--- config.mk ---
export PLATFORM = sky130hd
export DESIGN_NAME = wb_gpio_bank
export DESIGN_NICKNAME = d
export VERILOG_FILES = /design/src/rtl/wb_gpio_pkg.sv /design/src/rtl/wb_gpio_bank_in_filter.sv /design/src/rtl/wb_gpio_bank.sv
export SDC_FILE = /design/constraint.sdc
export NUM_CORES = 1
export LEC_CHECK = 0
export ABC_AREA = 1
export BUFFER_PORTS_ARGS = -buffer_cell sky130_fd_sc_hd__buf_4
export CORE_ASPECT_RATIO = 0.8
export CORE_MARGIN = 3
export CORE_UTILIZATION = 62
export DETAILED_ROUTE_END_ITERATION = 8
export GPL_TIMING_DRIVEN = 0
export PLACE_DENSITY_LB_ADDON = 0.08
export RECOVER_POWER = 100
export SYNTH_ARGS = -nofsm -noshare
export SYNTH_HDL_FRONTEND = slang
export SYNTH_SLANG_ARGS = --single-unit
export TNS_END_PERCENT = 100
--- constraint.sdc ---
create_clock -name wb_clk_i -period 2.1 [get_ports wb_clk_i]
set_input_delay 0.42 -clock wb_clk_i [delete_from_list [all_inputs] [get_ports wb_clk_i]]
set_output_delay 0.42 -clock wb_clk_i [all_outputs]
set_load 0.05 [all_outputs]
--- src/rtl/wb_gpio_pkg.sv ---
// Shared definitions for the Wishbone GPIO bank.
// Holds the register map offsets, interrupt mode encodings, the address
// decode range and a byte-select expansion helper used by the register file.
package wb_gpio_pkg;

  localparam int WB_DECODE_MSB = 31;
  localparam int WB_DECODE_LSB = 8;

  localparam logic [7:0] OFS_OUT      = 8'h00;
  localparam logic [7:0] OFS_OUT_SET  = 8'h04;
  localparam logic [7:0] OFS_OUT_CLR  = 8'h08;
  localparam logic [7:0] OFS_OUT_TGL  = 8'h0C;
  localparam logic [7:0] OFS_OE       = 8'h10;
  localparam logic [7:0] OFS_IN       = 8'h14;
  localparam logic [7:0] OFS_IRQ_EN   = 8'h18;
  localparam logic [7:0] OFS_IRQ_MODE = 8'h1C;
  localparam logic [7:0] OFS_IRQ_POL  = 8'h20;
  localparam logic [7:0] OFS_IRQ_STAT = 8'h24;
  localparam logic [7:0] OFS_FILT     = 8'h28;

  localparam logic IRQ_MODE_EDGE  = 1'b0;
  localparam logic IRQ_MODE_LEVEL = 1'b1;

  typedef enum logic {
    BUS_IDLE = 1'b0,
    BUS_ACK  = 1'b1
  } bus_state_e;

  // Expand the four Wishbone byte selects into a 32-bit bit mask.
  function automatic logic [31:0] sel_to_mask(input logic [3:0] sel);
    return {{8{sel[3]}}, {8{sel[2]}}, {8{sel[1]}}, {8{sel[0]}}};
  endfunction

endpackage

--- src/rtl/wb_gpio_bank_in_filter.sv ---
// Per-pin input conditioning: a SYNC_STAGES-deep synchroniser followed by a
// glitch filter. The filtered value f only follows the synchronised value s
// once s has differed from f for filt+1 consecutive cycles.
// Ports:
//   clk, rst_n  - clock, asynchronous active-low reset
//   pin         - raw asynchronous pad input
//   filt        - filter threshold (cycles a change must persist beyond)
//   f           - filtered input
//   f_prev      - f delayed by one cycle, for edge detection
module gpio_in_filter
  import wb_gpio_pkg::*;
#(
  parameter int SYNC_STAGES = 2,
  parameter int FILT_W      = 8
) (
  input  logic              clk,
  input  logic              rst_n,
  input  logic              pin,
  input  logic [FILT_W-1:0] filt,
  output logic              f,
  output logic              f_prev
);

  logic [SYNC_STAGES-1:0] sync;
  logic                   s;
  logic [FILT_W-1:0]      cnt;

  assign s = sync[SYNC_STAGES-1];

  always_ff @(posedge clk or negedge rst_n) begin
    if (!rst_n) begin
      sync   <= '0;
      cnt    <= '0;
      f      <= 1'b0;
      f_prev <= 1'b0;
    end else begin
      // synchroniser stages
      sync   <= {sync[SYNC_STAGES-2:0], pin};
      // filter stage; the equality test means a counter already past a
      // freshly lowered threshold must wrap around before it can match
      f_prev <= f;
      if (s == f) begin
        cnt <= '0;
      end else if (cnt == filt) begin
        f   <= s;
        cnt <= '0;
      end else begin
        cnt <= cnt + 1'b1;
      end
    end
  end

endmodule

--- src/rtl/wb_gpio_bank.sv ---
// Wishbone-slave GPIO bank of NUM_IO pins.
// Provides per-pin direction, atomic set/clear/toggle of outputs, filtered
// inputs and per-pin edge/level interrupts combined onto irq_o.
// Ports:
//   wb_clk_i, wb_rst_ni          - clock, asynchronous active-low reset
//   wbs_cyc_i/stb_i/we_i/sel_i   - Wishbone request
//   wbs_adr_i, wbs_dat_i         - byte address, write data
//   wbs_dat_o, wbs_ack_o         - read data (valid only with ack), ack
//   io_in, io_out, io_oeb        - pad input, output, active-low enable
//   irq_o                        - aggregated interrupt
module wb_gpio_bank
  import wb_gpio_pkg::*;
#(
  parameter int          NUM_IO      = 32,
  parameter logic [31:0] BASE_ADDR   = 32'h3000_0000,
  parameter int          SYNC_STAGES = 2,
  parameter int          FILT_W      = 8
) (
  input  logic              wb_clk_i,
  input  logic              wb_rst_ni,
  input  logic              wbs_cyc_i,
  input  logic              wbs_stb_i,
  input  logic              wbs_we_i,
  input  logic [3:0]        wbs_sel_i,
  input  logic [31:0]       wbs_adr_i,
  input  logic [31:0]       wbs_dat_i,
  output logic [31:0]       wbs_dat_o,
  output logic              wbs_ack_o,
  input  logic [NUM_IO-1:0] io_in,
  output logic [NUM_IO-1:0] io_out,
  output logic [NUM_IO-1:0] io_oeb,
  output logic              irq_o
);

  bus_state_e        state;
  logic              hit;
  logic              wr;
  logic [7:0]        ofs;
  logic [31:0]       byte_mask;
  logic [NUM_IO-1:0] wmask;
  logic [NUM_IO-1:0] wdata;
  logic [NUM_IO-1:0] w1;
  logic [FILT_W-1:0] fmask;
  logic [31:0]       rdata;
  logic              unused_adr;

  logic [NUM_IO-1:0] out_reg;
  logic [NUM_IO-1:0] oe_reg;
  logic [NUM_IO-1:0] irq_en;
  logic [NUM_IO-1:0] irq_mode;
  logic [NUM_IO-1:0] irq_pol;
  logic [NUM_IO-1:0] irq_stat;
  logic [FILT_W-1:0] filt_reg;
  logic [NUM_IO-1:0] stat_clr;

  logic [NUM_IO-1:0] f_vec;
  logic [NUM_IO-1:0] f_prev_vec;
  logic [NUM_IO-1:0] irq_cond;

  // Byte-select masked merge for read/write registers.
  function automatic logic [NUM_IO-1:0] merge(input logic [NUM_IO-1:0] old_v,
                                              input logic [NUM_IO-1:0] new_v,
                                              input logic [NUM_IO-1:0] mask);
    return (old_v & ~mask) | (new_v & mask);
  endfunction

  assign hit = wbs_cyc_i & wbs_stb_i &
               (wbs_adr_i[WB_DECODE_MSB:WB_DECODE_LSB] ==
                BASE_ADDR[WB_DECODE_MSB:WB_DECODE_LSB]);

  // Word-aligned offset; the byte lane bits are carried by wbs_sel_i.
  assign ofs        = {wbs_adr_i[7:2], 2'b00};
  assign unused_adr = ^wbs_adr_i[1:0];

  // A request is taken only from IDLE, so the write lands on the same edge
  // that raises ack and the following cycle is always ack-free.
  assign wr        = hit & wbs_we_i & (state == BUS_IDLE);
  assign byte_mask = sel_to_mask(wbs_sel_i);
  assign wmask     = byte_mask[NUM_IO-1:0];
  assign wdata     = wbs_dat_i[NUM_IO-1:0];
  assign w1        = wdata & wmask;
  assign fmask     = byte_mask[FILT_W-1:0];
  assign stat_clr  = (wr && ofs == OFS_IRQ_STAT) ? w1 : '0;

  assign io_oeb = ~oe_reg;

  always_comb begin
    rdata = '0;
    case (ofs)
      OFS_OUT:      rdata[NUM_IO-1:0] = out_reg;
      OFS_OE:       rdata[NUM_IO-1:0] = oe_reg;
      OFS_IN:       rdata[NUM_IO-1:0] = f_vec;
      OFS_IRQ_EN:   rdata[NUM_IO-1:0] = irq_en;
      OFS_IRQ_MODE: rdata[NUM_IO-1:0] = irq_mode;
      OFS_IRQ_POL:  rdata[NUM_IO-1:0] = irq_pol;
      OFS_IRQ_STAT: rdata[NUM_IO-1:0] = irq_stat;
      OFS_FILT:     rdata[FILT_W-1:0] = filt_reg;
      default:      rdata = '0;
    endcase
  end

  always_comb begin
    irq_cond = '0;
    for (int i = 0; i < NUM_IO; i++) begin
      if (irq_mode[i] == IRQ_MODE_LEVEL) begin
        irq_cond[i] = (f_vec[i] == ~irq_pol[i]);
      end else begin
        irq_cond[i] = irq_pol[i] ? (~f_vec[i] & f_prev_vec[i])
                                 : (f_vec[i] & ~f_prev_vec[i]);
      end
    end
  end

  always_ff @(posedge wb_clk_i or negedge wb_rst_ni) begin
    if (!wb_rst_ni) begin
      state     <= BUS_IDLE;
      wbs_ack_o <= 1'b0;
      wbs_dat_o <= '0;
    end else begin
      case (state)
        BUS_IDLE: begin
          if (hit) begin
            state     <= BUS_ACK;
            wbs_ack_o <= 1'b1;
            wbs_dat_o <= wbs_we_i ? '0 : rdata;
          end
        end
        BUS_ACK: begin
          state     <= BUS_IDLE;
          wbs_ack_o <= 1'b0;
          wbs_dat_o <= '0;
        end
        default: begin
          state     <= BUS_IDLE;
          wbs_ack_o <= 1'b0;
          wbs_dat_o <= '0;
        end
      endcase
    end
  end

  always_ff @(posedge wb_clk_i or negedge wb_rst_ni) begin
    if (!wb_rst_ni) begin
      out_reg  <= '0;
      oe_reg   <= '0;
      irq_en   <= '0;
      irq_mode <= '0;
      irq_pol  <= '0;
      irq_stat <= '0;
      filt_reg <= '0;
      io_out   <= '0;
      irq_o    <= 1'b0;
    end else begin
      if (wr) begin
        case (ofs)
          OFS_OUT:      out_reg  <= merge(out_reg, wdata, wmask);
          OFS_OUT_SET:  out_reg  <= out_reg | w1;
          OFS_OUT_CLR:  out_reg  <= out_reg & ~w1;
          OFS_OUT_TGL:  out_reg  <= out_reg ^ w1;
          OFS_OE:       oe_reg   <= merge(oe_reg, wdata, wmask);
          OFS_IRQ_EN:   irq_en   <= merge(irq_en, wdata, wmask);
          OFS_IRQ_MODE: irq_mode <= merge(irq_mode, wdata, wmask);
          OFS_IRQ_POL:  irq_pol  <= merge(irq_pol, wdata, wmask);
          OFS_FILT:     filt_reg <= (filt_reg & ~fmask) | (wbs_dat_i[FILT_W-1:0] & fmask);
          default: ;
        endcase
      end
      // A new event in the same cycle as a W1C wins over the clear.
      irq_stat <= (irq_stat & ~stat_clr) | irq_cond;
      // output stage
      io_out   <= out_reg;
      irq_o    <= |(irq_stat & irq_en);
    end
  end

  for (genvar g = 0; g < NUM_IO; g++) begin : g_pin
    gpio_in_filter #(
      .SYNC_STAGES(SYNC_STAGES),
      .FILT_W     (FILT_W)
    ) u_filt (
      .clk   (wb_clk_i),
      .rst_n (wb_rst_ni),
      .pin   (io_in[g]),
      .filt  (filt_reg),
      .f     (f_vec[g]),
      .f_prev(f_prev_vec[g])
    );
  end

endmodule

==> summary.md <==
| Metric | Value |
|---|---|
| Vias | 31000 |
| Filler cells | 4266 |
| Final setup fails | 0 |
| Area occupied by multi-input gates | 0.0153 mm2 |
| Top post-synthesis cells by count | nand2_1, dfrtp_1, nor2_1, inv_1, nand3_1 |
| Clk buf depth | 3 |
| Critical Path AT | between 2 and 3 ns |
| Slew margin rel. | 0.261 |
| Ports | 203 |
| CTS Sinks | 651 |
| Final #Nets | 4740 |
| M1 GR Usage | 0.526 |
| GP Congestion | 1.01 |
| Post-synth top area share | 0.482 |
| Grt met3 use | 0.0969 |
| Fin crit period | between 2 and 2.5 ns |
| Register area share after synthesis | 0.482 |
| Final Max Slew Viols | 0 |
| Initial antenna violation count | 2 |
| R2R Setup Slk | 0.06 ns |
| YS warnings | 0 |
| Cell count after synthesis | between 4000 and 5000 |
| Worst VDD drop | 0.868 mV |
| DRT antenna net count | 0 |
| Most crowded layer after global routing | met2 |
| Worst setup path startpoint | state |
| CTS tree | done |
| Number of CTS-inserted buffers | 67 |
| Period Utilization, post-route | 0.972 |
| Synth unique cells | 35 |
| H-Tree Depth | 3 |
| WL/cell | 19.9 um |
| Final core occ | 0.731 |
| Worst-margin pin slew | ~1.1 ns |
| Clock Latency Late Sink | 0.61 ns |
| Setup Skew | 0.0147 ns |
| Syn_area_per_cell | roughly 8 um2 |
| Post-Syn Area | 0.0338 mm2 |
| Critical path endpoint | out_reg[6] |
| Hold Path Class | in -> reg |
| Reg area | roughly 0.016 mm2 |
| Post-Layout Cell Count | 5317 |
| Yosys top cell by area | dfrtp_1 |
| CTS clock-pin slew for the worst setup and hold paths | 0.06 ns |
| Detailed Place HPWL | 76800 um |
| CP startpoint kind | flop |
| CP endpoint kind | flop |
| R2R cell count | 6 |
| CP required | 2.65 ns |
| Post-synth EDFFs | 0 |
| Max-cap viol count | 0 |
| Most numerous cell in the Yosys netlist | nand2_1 |
| Area contributors post-synth | dfrtp_1, nand2_1, nor2_1 |
| DRT iter0 DRCs | ~3500 |
| Leakage | 19.3 nW |
| Global routing usage on met2 | 0.553 |
| Die X | 267 um |
| Worst reg2reg startpoint | state |
| DRC viols | 0 |
| Final WL | 106000 um |
| Initial Utilization | 0.636 |
| Vias/cell | around 5.8 |
| Final hold vios | 0 |
| Synth async-reset ratio | 1.00 |
| RR Endpoint | out_reg[6] |
| Root Buffer | clkbuf_16 |
| Core area | about 0.053 mm2 |
| Die height | 215 um |
| Status | finished clean |
| Area Growth Syn to Fin | 14.9% |
| Max Freq | 490 MHz |
| Die area | 0.0574 mm2 |
| TritonRoute pass-1 iters | 6 |
| Synth Flop Type | dfrtp_1 |
| Power Dens Cells | 701 mW/mm2 |
| Pin count of the biggest net entering global routing | around 120 |
| Wire length of the first global-routing pass | 162000 um |
| PortBufs | around 200 |
| Total Routing Usage GR | 0.367 |
| Vias in the first global route | 28600 |
| Share of layout cells above drive strength 1 | 0.103 |
| Placed Instances | 5160 |
| Synthesized Nets | 4433 |
| Row count | 75 |
| Largest fanout on the critical path | 10 |
| Kind of critical path | reg -> reg |
| Global route overflow | 0 |
| Synthesized flop and latch total | 651 |
[logic make-up (layout without fill, tap and decap cells)]
kind of cell | after synthesis | after routing | share of synthesized area
other cells | 0 | 1 | 0
buf+inv | 560 | 919 | 0.0687
xor+xnor | 208 | 208 | 0.0539
compound gates | 260 | 260 | 0.0445
fa+ha+maj | 64 | 64 | 0.0237
simple gates | 2521 | 2521 | 0.327
flops | 651 | 651 | 0.482
[report_power, final]
group	total [mW]	leakage, nW	internal, mW	switching [mW]
clock	12.8	1.17	7.67	5.08
combinational	1.48	9.55	0.512	0.966
sequential	13.0	8.54	12.8	0.213
total	27.2	19.3	20.9	6.26
[worst max-delay path, cell delays in order (launching register included)]
cell      delay (ns)
dfrtp_1         0.39
inv_1           0.14
nand3_2         0.31
nor2_2          0.48
clkbuf_2        0.40
o21ai_0         0.17
nand2_1         0.09
[routing by layer]
metal	routed length [um]	share of wire
met3	12100	0.11
met1	44100	0.42
met4	3260	0.031
met2	46400	0.44
met5	11	0.00010
[per-stage QoR]
| step | setup slack [ns] | TNS (ns) | hold WS [ns] | area, um2 | power [mW] |
|---|---|---|---|---|---|
| after floorplan | 0.414 | 0 | 0.124 | 33800 | 13.8 |
| after global placement | -6.63 | -4289.04 | 0.331 | 36100 | 14.5 |
| after detailed placement | -0.657 | -88.52 | 0.335 | 36300 | 14.6 |
| after CTS | 0.0136 | 0 | 0.0883 | 39100 | 27.3 |
| after global routing | -0.0519 | -0.296 | 0.109 | 38800 | 28.0 |
| final | 0.0580 | 0 | 0.108 | 38800 | 27.2 |
[worst min path at each step]
stage | endpoint | startpoint | slack (ns) | cells past startpoint
4_1_cts | flop | wbs_dat_i[17] | 0.09 | 3
5_1_grt | flop | wbs_dat_i[22] | 0.11 | 3
2_1_floorplan | asynchronous set/reset pin | wb_rst_ni | 0.12 | 0
3_3_place_gp | g_pin[21].u_filt.sync[1] | g_pin[21].u_filt.sync[0] | 0.33 | 0
3_5_place_dp | g_pin[10].u_filt.sync[1] | g_pin[10].u_filt.sync[0] | 0.33 | 0
6_report | flop | wbs_dat_i[10] | 0.11 | 3
[repair_timing]
action                     in CTS  in global routing
pin swaps                       0                  1
hold endpoints to repair       74                  0
hold buffers                   34                  0
setup endpoints to repair     243                374
resized for setup              24                 47
setup buffers                   0                  2
[placed cells by master (no fill, tap or decap), types with 60 or more instances in the layout]
cell	n
nand2_1	1316
dfrtp_1	651
nor2_1	487
inv_1	402
nand3_1	253
nand4_1	220
o21ai_0	153
xor2_1	110
nor3_1	109
clkbuf_1	108
xnor2_1	98
buf_4	97
clkbuf_16	71
ha_1	64
clkbuf_2	60
[layout make-up]
| type | instances | share of cell area |
|---|---|---|
| diodes | 1 | 0.0000645 |
| plain buffers | 148 | 0.0215 |
| clock buffers | 101 | 0.0533 |
| clock inverters | 20 | 0.00719 |
| inverters | 411 | 0.0399 |
| multi-input cells | 3053 | 0.393 |
| flip-flops and latches | 651 | 0.420 |
| well taps | 693 | 0.0223 |
| repair buffers | 239 | 0.0426 |
Power figures use the tool's default switching activity.
